### config.mk
export PLATFORM = sky130hd
export DESIGN_NAME = digit_scanner
export DESIGN_NICKNAME = d
export VERILOG_FILES = /design/src/rtl/scan_pkg.sv /design/src/rtl/scan_tick.sv /design/src/rtl/digit_scanner.sv
export SDC_FILE = /design/constraint.sdc
export NUM_CORES = 1
export LEC_CHECK = 0
export CAP_MARGIN = 20
export CORE_MARGIN = 2
export CORE_UTILIZATION = 56
export DETAILED_ROUTE_END_ITERATION = 8
export PLACE_DENSITY = 0.83
export RECOVER_POWER = 25
export SETUP_SLACK_MARGIN = 0.5
export SLEW_MARGIN = 20
export SYNTH_ARGS = -nofsm -noshare
export SYNTH_HDL_FRONTEND = slang
export SYNTH_SLANG_ARGS = --single-unit
export TNS_END_PERCENT = 10
### constraint.sdc
create_clock -name iClk -period 7.2 [get_ports iClk]
set_clock_uncertainty 0.05 [all_clocks]
set_input_delay 1.08 -clock iClk [delete_from_list [all_inputs] [get_ports iClk]]
set_output_delay 1.08 -clock iClk [all_outputs]
set_load 0.005 [all_outputs]
### src/rtl/scan_pkg.sv
// Shared types and constants for the multiplexed hex-digit scanner.
package scan_pkg;

   typedef enum logic [1:0] {
      IDLE  = 2'd0,
      SHOW  = 2'd1,
      BLANK = 2'd2
   } scan_state_t;

   localparam logic [1:0] ENA_ON  = 2'b10;
   localparam logic [1:0] ENA_OFF = 2'b00;

   function automatic logic [3:0] pick_nibble(input logic [31:0] word, input logic [2:0] idx);
      return word[{idx, 2'b00} +: 4];
   endfunction

endpackage

### src/rtl/scan_tick.sv
// Digit-time prescaler: counts 0..DIV-1 and flags the terminal count for one cycle.
module scan_tick #(
   parameter int unsigned DIV = 100000
) (
   input  logic clk,
   input  logic rst,
   input  logic clear,
   output logic tick
);

   localparam int unsigned   CW   = (DIV > 1) ? $clog2(DIV) : 1;
   localparam logic [CW-1:0] TERM = CW'(DIV - 1);

   logic [CW-1:0] cnt;

   always_ff @(posedge clk or posedge rst) begin
      if (rst) begin
         cnt <= '0;
      end else if (clear || (cnt == TERM)) begin
         cnt <= '0;
      end else begin
         cnt <= cnt + CW'(1);
      end
   end

   assign tick = !clear && (cnt == TERM);

endmodule

### src/rtl/digit_scanner.sv
// Eight-digit display scanner with a frame-latched shadow of the digit word.
// Optional inter-digit dark gap compiled in with macro SCAN_BLANK_EN.
//
// state | meaning
// IDLE  | scan disabled, display dark, digit index 0
// SHOW  | current digit lit for DIV cycles
// BLANK | digit dark for BLANK_CYC cycles before the index advances
module digit_scanner
   import scan_pkg::*;
#(
   parameter int unsigned DIV = 100000
`ifdef SCAN_BLANK_EN
   , parameter int unsigned BLANK_CYC = 16
`endif
) (
   input  logic        iClk,
   input  logic        iRst,
   input  logic        iEn,
   input  logic [31:0] iDigits,
   output logic [2:0]  oSel,
   output logic [1:0]  oEna,
   output logic [3:0]  oHex,
   output logic        oFrame
);

   scan_state_t state, state_n;
   logic [31:0] shadow, shadow_n;
   logic [2:0]  sel_n;
   logic [1:0]  ena_n;
   logic [3:0]  hex_n;
   logic        frame_n;
   logic        advance;
   logic        clear;
   logic        tick;

`ifdef SCAN_BLANK_EN
   localparam logic [7:0] BLANK_LAST = 8'(BLANK_CYC - 1);
   logic [7:0] blank_cnt, blank_n;
`endif

   assign clear = (state != SHOW) || !iEn;

   scan_tick #(.DIV(DIV)) u_tick (
      .clk   (iClk),
      .rst   (iRst),
      .clear (clear),
      .tick  (tick)
   );

   always_ff @(posedge iClk or posedge iRst) begin
      if (iRst) begin
         state  <= IDLE;
         shadow <= '0;
         oSel   <= '0;
         oEna   <= ENA_OFF;
         oHex   <= '0;
         oFrame <= 1'b0;
`ifdef SCAN_BLANK_EN
         blank_cnt <= '0;
`endif
      end else begin
         state  <= state_n;
         shadow <= shadow_n;
         oSel   <= sel_n;
         oEna   <= ena_n;
         oHex   <= hex_n;
         oFrame <= frame_n;
`ifdef SCAN_BLANK_EN
         blank_cnt <= blank_n;
`endif
      end
   end

   always_comb begin
      state_n  = state;
      shadow_n = shadow;
      sel_n    = oSel;
      ena_n    = oEna;
      frame_n  = 1'b0;
      advance  = 1'b0;
`ifdef SCAN_BLANK_EN
      blank_n  = blank_cnt;
`endif
      if (!iEn) begin
         state_n = IDLE;
         sel_n   = '0;
         ena_n   = ENA_OFF;
`ifdef SCAN_BLANK_EN
         blank_n = '0;
`endif
      end else begin
         case (state)
            IDLE: begin
               state_n  = SHOW;
               sel_n    = '0;
               ena_n    = ENA_ON;
               shadow_n = iDigits;
            end
            SHOW: begin
               if (tick) begin
`ifdef SCAN_BLANK_EN
                  state_n = BLANK;
                  ena_n   = ENA_OFF;
                  blank_n = '0;
`else
                  advance = 1'b1;
`endif
               end
            end
`ifdef SCAN_BLANK_EN
            BLANK: begin
               if (blank_cnt == BLANK_LAST) begin
                  advance = 1'b1;
               end else begin
                  blank_n = blank_cnt + 8'd1;
               end
            end
`endif
            default: begin
               state_n = IDLE;
               sel_n   = '0;
               ena_n   = ENA_OFF;
            end
         endcase

         // Shadow is only refreshed on the 7->0 wrap so a frame never shows mixed data.
         if (advance) begin
            state_n = SHOW;
            ena_n   = ENA_ON;
            sel_n   = oSel + 3'd1;
            if (oSel == 3'd7) begin
               shadow_n = iDigits;
               frame_n  = 1'b1;
            end
         end
      end
      hex_n = pick_nibble(shadow_n, sel_n);
   end

endmodule

[After elaboration in Yosys (flattened, before gate mapping)]
Index checks and enable logic that the tools add are counted.
Operators by class
  add/sub/neg operators: 2
  equality and inequality tests: 5
  shifts and indexed selects: 1
  multiplexer cells: 20
  reductions and logical operators: 6
Operators by type and width (count)
  $mux 32: 4
  $shiftx 32x6->4: 1
  $add 17x1->17 const B: 1
  $eq 17x17->1 const B: 1
  $mux 17: 1
  $mux 3: 3
  $mux 2: 4
  $pmux 2 s2: 2
  $mux 1: 6
  $add 3x1->3 const B: 1
  $eq 3x3->1 const B: 1
  $ne 3x3->1 const B: 1
  $eq 2x1->1 const B: 1
  $logic_not 1->1: 2
  $logic_not 2->1: 1
  $logic_or 1x1->1: 2
  $ne 2x1->1 const B: 1
  $logic_and 1x1->1: 1
Storage, ports and cells
  flip-flop bits (word level): 61
  logic and storage cells: 41

[Depth between registers and ports, before layout]
  depth after elaboration: 10
  mapped depth: 9
  gate-level depth less buffers: 8

[By module]
A second synthesis with hierarchy kept.
Unflattened totals
  cell total of the unflattened synthesis: 290
  area, all modules: 3080.5 µm²
By module, submodules not included
  digit_scanner: times used 1, cells each 200, area an instance 2213.4 µm², seq. area each 1026.0 µm²
  scan_tick: times used 1, cells each 90, area an instance 867.1 µm², seq. area each 425.4 µm²

[Worst setup path before layout]
Ideal clock, no wire load.
  path type: in2reg
  start: input iEn
  end: register oHex[0]
  arrival time: 2599 ps
  required time: 7025 ps
  slack: 4426 ps
  stages on the path: 8
  buffers on the path: 2
  cell sequence: clkbuf_1 -> inv_1 -> o22ai_2 -> buf_4 -> mux2_2 -> mux2i_1 -> mux2i_1 -> mux2_2
Between the ends
  cells in the longest elaborated chain, start to end: 10
  elaborated cells between the ends (all ways): 12
  those cells by class: shift: 1; mux: 7; reduce/logical: 4
Ends and longest elaborated chain
  from (decl): line digit_scanner.sv:18  | input logic iEn,
  $logic_not 1->1
  $logic_or 1x1->1: line digit_scanner.sv:41  | assign clear = (state != SHOW) || !iEn;
  $logic_not 1->1: line scan_tick.sv:26  | assign tick = !clear && (cnt == TERM);
  $logic_and 1x1->1: line scan_tick.sv:26
  $mux 1: line digit_scanner.sv:100  | if (tick) begin
  $mux 1: line digit_scanner.sv:92  | case (state)
  $mux 1: line digit_scanner.sv:84  | if (!iEn) begin
  $mux 32: line digit_scanner.sv:127  | if (advance) begin
  $mux 32 *: line digit_scanner.sv:84
  named net shadow_n[4]: line digit_scanner.sv:27  | logic [31:0] shadow, shadow_n;
  $shiftx 32x6->4 *: line scan_pkg.sv:14  | return word[{idx, 2'b00} +: 4];
  named net hex_n[0]: line digit_scanner.sv:30  | logic [3:0] hex_n;
  to (signal assigned): line digit_scanner.sv:66  | oHex <= hex_n;
  to (decl): line digit_scanner.sv:22  | output logic [3:0] oHex,
The timed path passes the listed nets; every way through them passes the cells marked *. The select of a mux whose other input is x is not followed.
A chain may end at the register's enable or synchronous reset.

==> impl_metrics.tcl <==
set metrics [dict create \
    combPwrFrac_pct 12.7 \
    ys_types 31 \
    drc 0 \
    antenna_found_initial 0 \
    crit-reg2reg-launch "u_tick.cnt[0]" \
    cts_hold_buf 0 \
    drv_cap 1 \
    wirelength_mm 4.89 \
    period_minus_slack_ns 4.03 \
    rsz0062_at_grt "false" \
    synth.top_cell.area_share_pct 53.6 \
    powerDensity_mw_per_mm2 213 \
    maxSlewViolCount 59 \
    yosys_register_bits 58 \
    dp.cells 300 \
    intPower_uw 548 \
    htreeDepth 3 \
    io_buffers 43 \
    tightest_slew_ns 2.96 \
    grt_usage_pct 20.7 \
    register_area_mm2 0.00145 \
    max-clock-path-buffers 2 \
    rows 25 \
    start_util_pct 57.8 \
    final_nets 295 \
    critPathLaunch "iRst" \
    cts_sinks 58 \
    cts_tree "built" \
    slew_headroom_pct -97.2 \
    place_congestion 0.744 \
    drive_gt1_share_pct 20.1 \
    hold_path.class "flip-flop to flip-flop" \
    wire_per_inst_um 15.6 \
    global_route.usage.met3_pct 7.13 \
    p_seq_share_pct 51.7 \
    grt_overflow 0 \
    p_clk_share_pct 35.5 \
    drt.antenna.violating_nets 0 \
    cts_made_buffers 9 \
    root_buffer "clkbuf_8" \
    startpoint_type "input pin" \
    cts_resized 0 \
    grt_start_max_net_pins 59 \
    pin_count 45 \
    drt_pre_antenna_iters 5 \
    ys.flop_type "dfrtp_1" \
    place_ws_ns 3.67 \
    rr_worst_depth 9 \
    switching_share_pct 22.3 \
    synth_edf_count 0 \
    syn_inst 211 \
    ys_async_sr_fraction_pct 100 \
    syn_nets 249 \
    die-width_um 73.6 \
    setup-tns-final_ns 0 \
    seq_area_frac_synth_pct 53.6 \
    ys_warn_count 0 \
    max_freq_mhz 248 \
    hold_viol 0 \
    post_cts_buffers 0 \
    ir_drop_v 0.000168 \
    viasPerCell 5.57 \
    gr-usage-met1_pct 27.9 \
    synth_common_cells "dfrtp_1 (58), mux2_2 (32), mux2i_1 (24)" \
    ff2ff_setup_slack_ns 4.34 \
    cp_max_fo 58 \
    dr_total_vias 1742 \
    r2r_end "oHex[1]" \
    die_h_um 73.6 \
    synth_top_area_cell "dfrtp_1" \
    busiest_layer "met2" \
    p_leak_nw 1.50 \
    grt_pass1_vias 1743 \
    fillers 332 \
    syn_area_mm2 0.00271 \
    syn_avg_cell_area_um2 12.8 \
    yosys-top-cells-area "dfrtp_1 (54%), mux2_2 (13%), mux2i_1 (8.9%), xor2_1 (2.9%), nor2_1 (1.9%)" \
    crit_end "shadow[21]" \
    drt_iter0_markers 82 \
    criticalPathCategory "input pin to async pin" \
    clock_latency_ns 0.33 \
    critPathArrivalTime_ns 3.77 \
    finalSetupViolCount 0 \
    endpoint_kind "async pin" \
    path_clk_slew_ns 0.05 \
    dieArea_mm2 0.00541 \
    crit_required_ns 6.94 \
    grt_pass1_wl_mm 8.18 \
    instances_no_fill 313 \
    yosysMostFrequentCell "dfrtp_1" \
    status "finished, violations left" \
    fin_ws_ns 3.17 \
    power.switching_uw 157 \
    multiInputGateArea_mm2 0.00118 \
    n_antenna_cell 0 \
    dp_hpwl_mm 3.40 \
    core_mm2 0.00469 \
    failed_checks "capacitance limit, slew limit" \
    syn2layout_area_growth_pct 22.4 \
    finalCritPeriodShare_pct 56.0 \
    grt.met2_usage_pct 30.4 \
]
sequential cells by signal, summed over array words and instances (netlist names):
signal / count
oSel: 3
oEna: 1
oFrame: 1
u_tick.cnt: 17
oHex: 4
shadow: 32
worst min path at each step:
stage,end,from,depth (start not counted)
detailed placement,shadow[5],shadow[5],1
global route,shadow[0],shadow[0],1
finish,shadow[5],shadow[5],1
global placement,shadow[5],shadow[5],1
floorplan,u_tick.cnt[0],u_tick.cnt[0],1
CTS,shadow[5],shadow[5],1
power by group through the flow:
stage                     Clock [mW]  Sequential (mW)  Combinational (mW)
after floorplan                    0            0.368              0.0559
after global placement             0            0.369              0.0895
after detailed placement           0            0.371              0.0917
after CTS                      0.257            0.365              0.0921
after global routing           0.273            0.368              0.0999
final                          0.251            0.365              0.0899
layout make-up:
| cell class | instances | share of cell area (%) |
|---|---|---|
| flip-flops and latches | 58 | 43.7 |
| repair buffers | 45 | 13.3 |
| clock buffers | 13 | 4.79 |
| well taps | 54 | 2.04 |
| inverters | 6 | 0.679 |
| multi-input cells | 137 | 35.4 |
per-layer routing:
layer	up-vias	wire length (um)	part of all wire, %
met3	10	288	5.9
met4	0	97	2.0
li1	826	-	-
met2	45	2290	47
met1	861	2220	45
met5	-	0	0
metrics by stage:
step / hold WS, ns / cell area [um^2] / utilization [%] / power (mW)
floorplan: 0.398 / 2710 / - / 0.424
global placement: 0.418 / 3160 / 67.4 / 0.459
detailed placement: 0.426 / 3160 / 67.4 / 0.463
CTS: 0.439 / 3320 / 70.8 / 0.714
global route: 0.459 / 3320 / 70.7 / 0.741
finish: 0.435 / 3320 / 70.7 / 0.706
worst max-delay path: stages:
cell           delay [ns]
dlygate4sd3_1        0.53
clkinv_1             0.04
clkbuf_1             2.08
cell usage in the layout (no fill, tap or decap):
| master | count |
|---|---|
| mux2i_1 | 24 |
| and4bb_2 | 1 |
| o21ai_0 | 4 |
| xor2_1 | 9 |
| o22ai_2 | 1 |
| clkinv_1 | 1 |
| nand4_4 | 1 |
| mux2i_2 | 1 |
| dlygate4sd3_1 | 2 |
| xnor2_1 | 3 |
| mux2_1 | 4 |
| and3_1 | 8 |
| conb_1 | 1 |
| nor4b_4 | 1 |
| or3_1 | 4 |
| mux2i_4 | 1 |
| or2_2 | 1 |
| and4bb_1 | 1 |
| and4_1 | 1 |
| buf_4 | 1 |
| a21oi_1 | 4 |
| nand3_1 | 5 |
| clkbuf_1 | 3 |
| nand4_1 | 3 |
| nor3_1 | 1 |
| mux2_2 | 32 |
| nor2_1 | 14 |
| clkbuf_8 | 11 |
| inv_1 | 4 |
| dfrtp_1 | 58 |
| ha_1 | 3 |
| inv_2 | 1 |
| clkdlybuf4s50_1 | 41 |
| nand2_1 | 9 |
logic make-up (layout without fill, tap and decap cells):
group	after synthesis	after routing	share of synthesized area, %
simple gates	50	50	10.9
buf+inv	16	64	3.05
fa+ha+maj	3	3	1.39
mux	62	62	25.2
xor+xnor	12	12	3.88
flops	58	58	53.6
compound gates	9	9	1.94
other cells	1	1	0.138
Power figures use the tool's default switching activity.
